`config.mk`:
```
export PLATFORM = sky130hd
export DESIGN_NAME = junction_phase_scheduler_flat
export DESIGN_NICKNAME = d
export VERILOG_FILES = /design/src/rtl/junction_phase_scheduler_if.sv /design/src/rtl/junction_phase_scheduler.sv /design/src/flat_wrapper.sv
export SDC_FILE = /design/constraint.sdc
export NUM_CORES = 1
export LEC_CHECK = 0
export ABC_AREA = 1
export CAP_MARGIN = 40
export CORE_MARGIN = 5
export CORE_UTILIZATION = 59
export CTS_CLUSTER_DIAMETER = 60
export DETAILED_ROUTE_END_ITERATION = 12
export PLACE_DENSITY = 0.86
export SYNTH_ARGS = -nofsm -noshare
export SYNTH_HDL_FRONTEND = slang
export SYNTH_SLANG_ARGS = --single-unit
```
`constraint.sdc`:
```
create_clock -name clk -period 3 [get_ports clk]
set_input_delay 0.6 -clock clk [delete_from_list [all_inputs] [get_ports clk]]
set_output_delay 0.6 -clock clk [all_outputs]
set_load 0.03 [all_outputs]
```
`src/rtl/junction_phase_scheduler_if.sv`:
```
// Sample-level start/done handshake between the network controller
// and one junction's phase scheduler.
interface junction_phase_scheduler_if;
   logic start;
   logic train;
   logic ready;
   logic done;

   modport master (
      output start,
      output train,
      input  ready,
      input  done
   );

   modport slave (
      input  start,
      input  train,
      output ready,
      output done
   );
endinterface

```
`src/rtl/junction_phase_scheduler.sv`:
```
// Sequences FF, drain, BP/UP and done phases of one junction per sample,
// and tracks the decaying learning-rate shift for the UP set.
module junction_phase_scheduler #(
   parameter int fo        = 2,
   parameter int fi        = 4,
   parameter int p         = 16,
   parameter int z         = 8,
   parameter int frac_bits = 10,
   parameter int cpc       = p * fo / z,
   parameter int ci_w      = $clog2(cpc),
   parameter int ep_w      = $clog2(frac_bits + 2)
) (
   input  logic                clk,
   input  logic                reset_n,
   junction_phase_scheduler_if.slave ctl,
   input  logic                pause,
   input  logic                eta_load,
   input  logic [ep_w-1:0]     etapos_init,
   input  logic [15:0]         decay_period,
   output logic [ci_w-1:0]     cycle_index,
   output logic                ff_en,
   output logic                act_valid,
   output logic                bp_en,
   output logic                up_en,
   output logic [ep_w-1:0]     etapos
);

   if (cpc < 2 || fi < 1) begin : g_cfg_err
      $error("junction_phase_scheduler: cpc must be >= 2");
   end

   typedef enum logic [2:0] {
      IDLE, FF, DRAIN, BPUP, DONE
   } state_t;

   localparam logic [ci_w-1:0] last = ci_w'(cpc - 1);
   localparam logic [ep_w-1:0] emax = ep_w'(frac_bits + 1);

   state_t          state, ns;
   logic [ci_w-1:0] cnt, ncnt;
   logic            train_q;
   logic            ff_d, bp_d, done_d;
   logic [15:0]     scnt;

   // cnt is the pending index; it only advances after an enabled cycle
   always_ff @(posedge clk or negedge reset_n) begin
      if (!reset_n) begin
         state     <= IDLE;
         cnt       <= '0;
         train_q   <= 1'b0;
         ff_en     <= 1'b0;
         bp_en     <= 1'b0;
         act_valid <= 1'b0;
         ctl.done  <= 1'b0;
      end else begin
         state     <= ns;
         cnt       <= ncnt;
         ff_en     <= ff_d;
         bp_en     <= bp_d;
         act_valid <= ff_en;
         ctl.done  <= done_d;
         if (state == IDLE && ctl.start)
            train_q <= ctl.train;
      end
   end

   always_comb begin
      ns   = state;
      ncnt = cnt;
      unique case (state)
         IDLE: begin
            if (ctl.start) begin
               ns   = FF;
               ncnt = '0;
            end
         end
         FF: begin
            if (ff_en && cnt == last) begin
               ns   = DRAIN;
               ncnt = '0;
            end else begin
               ncnt = cnt + ci_w'(ff_en);
            end
         end
         DRAIN: begin
            ns = train_q ? BPUP : DONE;
         end
         BPUP: begin
            if (bp_en && cnt == last) begin
               ns   = DONE;
               ncnt = '0;
            end else begin
               ncnt = cnt + ci_w'(bp_en);
            end
         end
         DONE: begin
            ns = IDLE;
         end
         default: begin
            ns   = IDLE;
            ncnt = '0;
         end
      endcase
   end

   // pause blocks the next issue only while staying inside a phase
   always_comb begin
      ff_d   = (ns == FF) && !(state == FF && pause);
      bp_d   = (ns == BPUP) && !(state == BPUP && pause);
      done_d = (ns == DONE);
   end

   always_ff @(posedge clk or negedge reset_n) begin
      if (!reset_n) begin
         etapos <= '0;
         scnt   <= '0;
      end else if (state == IDLE) begin
         if (eta_load)
            etapos <= (etapos_init > emax) ? emax : etapos_init;
      end else if (state == DONE && train_q && decay_period != 16'd0) begin
         if (scnt >= decay_period - 16'd1) begin
            scnt   <= '0;
            etapos <= (etapos < emax) ? etapos + 1'b1 : emax;
         end else begin
            scnt <= scnt + 16'd1;
         end
      end
   end

   assign ctl.ready   = (state == IDLE);
   assign cycle_index = cnt;
   assign up_en       = bp_en;

endmodule

```
`src/flat_wrapper.sv`:
```
// flat-port wrapper written by rule: the top's interface ports become plain ports
module junction_phase_scheduler_flat 
#(
   parameter int fo        = 2,
   parameter int fi        = 4,
   parameter int p         = 16,
   parameter int z         = 8,
   parameter int frac_bits = 10,
   parameter int cpc       = p * fo / z,
   parameter int ci_w      = $clog2(cpc),
   parameter int ep_w      = $clog2(frac_bits + 2)
)
  (clk, reset_n, pause, eta_load, etapos_init, decay_period, cycle_index, ff_en, act_valid, bp_en, up_en, etapos, ctl_start, ctl_train, ctl_ready, ctl_done);
  junction_phase_scheduler_if ctl_i ();
  input  logic clk;
  input  logic reset_n;
  input  logic pause;
  input  logic eta_load;
  input  logic [ep_w-1:0] etapos_init;
  input  logic [15:0] decay_period;
  output logic [ci_w-1:0] cycle_index;
  output logic ff_en;
  output logic act_valid;
  output logic bp_en;
  output logic up_en;
  output logic [ep_w-1:0] etapos;
  input wire logic [$bits(ctl_i.start)-1:0] ctl_start;
  input wire logic [$bits(ctl_i.train)-1:0] ctl_train;
  output wire logic [$bits(ctl_i.ready)-1:0] ctl_ready;
  output wire logic [$bits(ctl_i.done)-1:0] ctl_done;
  assign ctl_i.start = ctl_start;
  assign ctl_i.train = ctl_train;
  assign ctl_ready = ctl_i.ready;
  assign ctl_done = ctl_i.done;
  junction_phase_scheduler #(.fo(fo), .fi(fi), .p(p), .z(z), .frac_bits(frac_bits), .cpc(cpc), .ci_w(ci_w), .ep_w(ep_w)) u_core (.clk(clk), .reset_n(reset_n), .ctl(ctl_i), .pause(pause), .eta_load(eta_load), .etapos_init(etapos_init), .decay_period(decay_period), .cycle_index(cycle_index), .ff_en(ff_en), .act_valid(act_valid), .bp_en(bp_en), .up_en(up_en), .etapos(etapos));
endmodule
```
==> flow_metrics.tcl <==
set metrics [dict create \
    status "finished, final reports clean" \
    required_ps 3210 \
    whs_ps 480 \
    root_buffer "clkbuf_8" \
    clock_skew_ps 8.16 \
    finalMaxSlewViolations 0 \
    coreArea_um2 4060 \
    wl_per_cell_um 13.3 \
    crit_path_top_delay_cell "clkdlybuf4s50_1" \
    crit_path_max_fanout 8 \
    yosysWarnings 0 \
    n_fill_cell 275 \
    start_util 0.617 \
    grt_max_degree 31 \
    syn_area_um2 2500 \
    die_area_um2 5650 \
    p_leak_nw 1.64 \
    critPathArrivalTime_ps 3100 \
    insertion_delay_ps 280 \
    power.share.clock 0.177 \
    antenna_cells 0 \
    grt_pass1_wl_um 10200 \
    final_cells 458 \
    cts_buffers 5 \
    vias 2469 \
    ir_drop_v 0.000752 \
    crit_top_cell "a21oi_2" \
    drcViolationCount 0 \
    timing.final.hold_violations 0 \
    critPathTopFamily "simple AND/OR/NAND/NOR gates" \
    p_comb_frac 0.495 \
    seqPwrFrac 0.328 \
    p_int_mw 1.06 \
    drive_gt1_frac 0.225 \
    p_switching_mw 0.845 \
    period_share 0.965 \
    setup_slack_ps 105 \
    layout_common_cells "nand2_1, inv_1, clkdlybuf4s50_1" \
    syn_nets 386 \
    ys_ff_latch 30 \
    worstSetupStartpointType "input pin" \
    syn2layout_area_growth_pct 33.8 \
    regArea_um2 751 \
    dp_hpwl_um 4380 \
    crit_chain "clkdlybuf4s50_1 -> nor3_4 -> nand2_2 -> nor2_4 -> nand2_1 -> xor2_1 -> ha_1 -> a21oi_2 -> o21ai_1 -> a21oi_2 -> nand2_4 -> nand2_8 -> inv_6 -> nor2_2" \
    end_kind "register" \
    fin_nets 454 \
    cts_tree "done" \
    relSlewSlack 0.682 \
    cts.sinks 30 \
    numPortBuffers 37 \
    post-place-ws_ps -339 \
    drt_iter0_markers 114 \
    ys_types 32 \
    io_pins 38 \
    grt.total_usage 0.235 \
    drt_pre_antenna_iters 4 \
    synth_cells 339 \
    totalWireLength_um 6080 \
    num_rows 23 \
    cp.buffers_inverters 2 \
    cts_buffer_depth 2 \
    worst_pin_slew_ps 473 \
    max_stage_delay_ps 500 \
    dieHeight_um 75.2 \
    maxCapViolCount 0 \
    antenna_left 0 \
    ys_seq_area_frac 0.300 \
    finalSetupViolCount 0 \
    power_density_nw_per_um2 570 \
    fmax_mhz 345 \
    finalWeightedCongestion 0.841 \
    final_common_cell "nand2_1" \
    htree_num_levels 2 \
    holdCritPathClass "register to register" \
    grt_pass1_vias 2480 \
    die_x_um 75.2 \
    hold_buffers 0 \
    fin_crit_ps 2900 \
    dpl.cell_count 447 \
    overflow 0 \
    syn_area_per_cell_um2 7.39 \
    crit_type "input pin to register" \
    path_clk_slew_ps 70 \
    p_sw_frac 0.443 \
    multi_input_area_um2 1680 \
    antenna_found_initial 0 \
    via_per_inst 5.39 \
]
[cell usage after synthesis (all sizes together)]
library cell / number / area, µm²
a31o: 3 / 26.3
a31oi: 2 / 12.5
inv: 43 / 169
clkbuf: 2 / 7.51
dfrtp: 30 / 751
o21ai: 13 / 65.1
xnor2: 11 / 96.3
nand4: 5 / 31.3
ha: 21 / 263
nand2: 92 / 384
nor2: 50 / 253
o211ai: 2 / 15.0
a21oi: 12 / 60.1
nor4: 1 / 6.26
nand3: 27 / 160
buf: 3 / 30.0
nor3: 6 / 40.0
xor2: 13 / 114
o22ai: 2 / 12.5
and2: 1 / 8.76
[flip-flops by register name, summed over array words and instances (netlist names)]
signal              count
u_core.scnt            16
u_core.etapos           4
u_core.state            3
u_core.cycle_index      2
u_core.act_valid        1
u_core.bp_en            1
u_core.ctl.done         1
u_core.ff_en            1
u_core.train_q          1
[cell type report]
class | instances | share of cell area
Multi-Input combinational cell | 261 | 0.500
Inverter | 43 | 0.0512
Clock buffer | 6 | 0.0246
Sequential cell | 30 | 0.224
Timing Repair Buffer | 66 | 0.178
Clock inverter | 2 | 0.00373
Tap cell | 50 | 0.0187
[repair_timing]
item,CTS,global route
resized for setup,1,36
pin swaps,0,22
buffers inserted,0,3
setup endpoints to repair,10,20
[power by group through the flow]
stage               logic (mW)  clock network [mW]  registers (mW)
floorplan                0.466                   0           0.699
global placement         0.828                   0           0.623
detailed placement       0.848                   0           0.624
CTS                      0.870               0.341           0.620
global route              1.04               0.363           0.642
finish                   0.944               0.338           0.627
[metal layers]
metal  track usage  up-vias  part of all wire
met1         0.268     1134              0.41
li1              -     1227                 -
met3        0.0427       16             0.062
met2         0.434       92              0.50
met5             0        -                 0
met4        0.0893        0             0.028
[stage by stage]
| stage | area [µm²] | TNS (ps) | util | power (mW) |
|---|---|---|---|---|
| 6_report | 3350 | 0 | 0.826 | 1.91 |
| 4_1_cts | 3190 | 0 | 0.787 | 1.83 |
| 3_3_place_gp | 3100 | -3600 | 0.763 | 1.45 |
| 3_5_place_dp | 3100 | -5590 | 0.763 | 1.47 |
| 2_1_floorplan | 2500 | 0 | - | 1.17 |
| 5_1_grt | 3350 | -76.6 | 0.826 | 2.05 |
[path summary, 6_finish.rpt]
path | cells past startpoint | slack (ps) | endpoint | from
min reg2reg | 0 | 480 | u_core.act_valid | u_core.ff_en
max | 14 | 100 | u_core.scnt[11] | decay_period[3]
max in group asynchronous | 2 | 2030 | u_core.scnt[10] | reset_n
min in group asynchronous | 2 | 690 | u_core.etapos[2] | reset_n
max reg2reg | 12 | 1190 | u_core.scnt[11] | u_core.scnt[7]
min | 0 | 480 | u_core.act_valid | u_core.ff_en
[cells by family (layout without fill, tap and decap cells)]
logic type               count (synthesis)  count (layout)  share of synthesized area
AO/OA/AOI/OAI                           34              34                     0.0764
buffers and inverters                   48             117                     0.0824
adder cells (fa/ha/maj)                 21              21                      0.105
AND/OR/NAND/NOR                        182             182                      0.353
flip-flops                              30              30                      0.300
XOR/XNOR                                24              24                     0.0839
No activity file was read; power rests on OpenSTA's default activity.
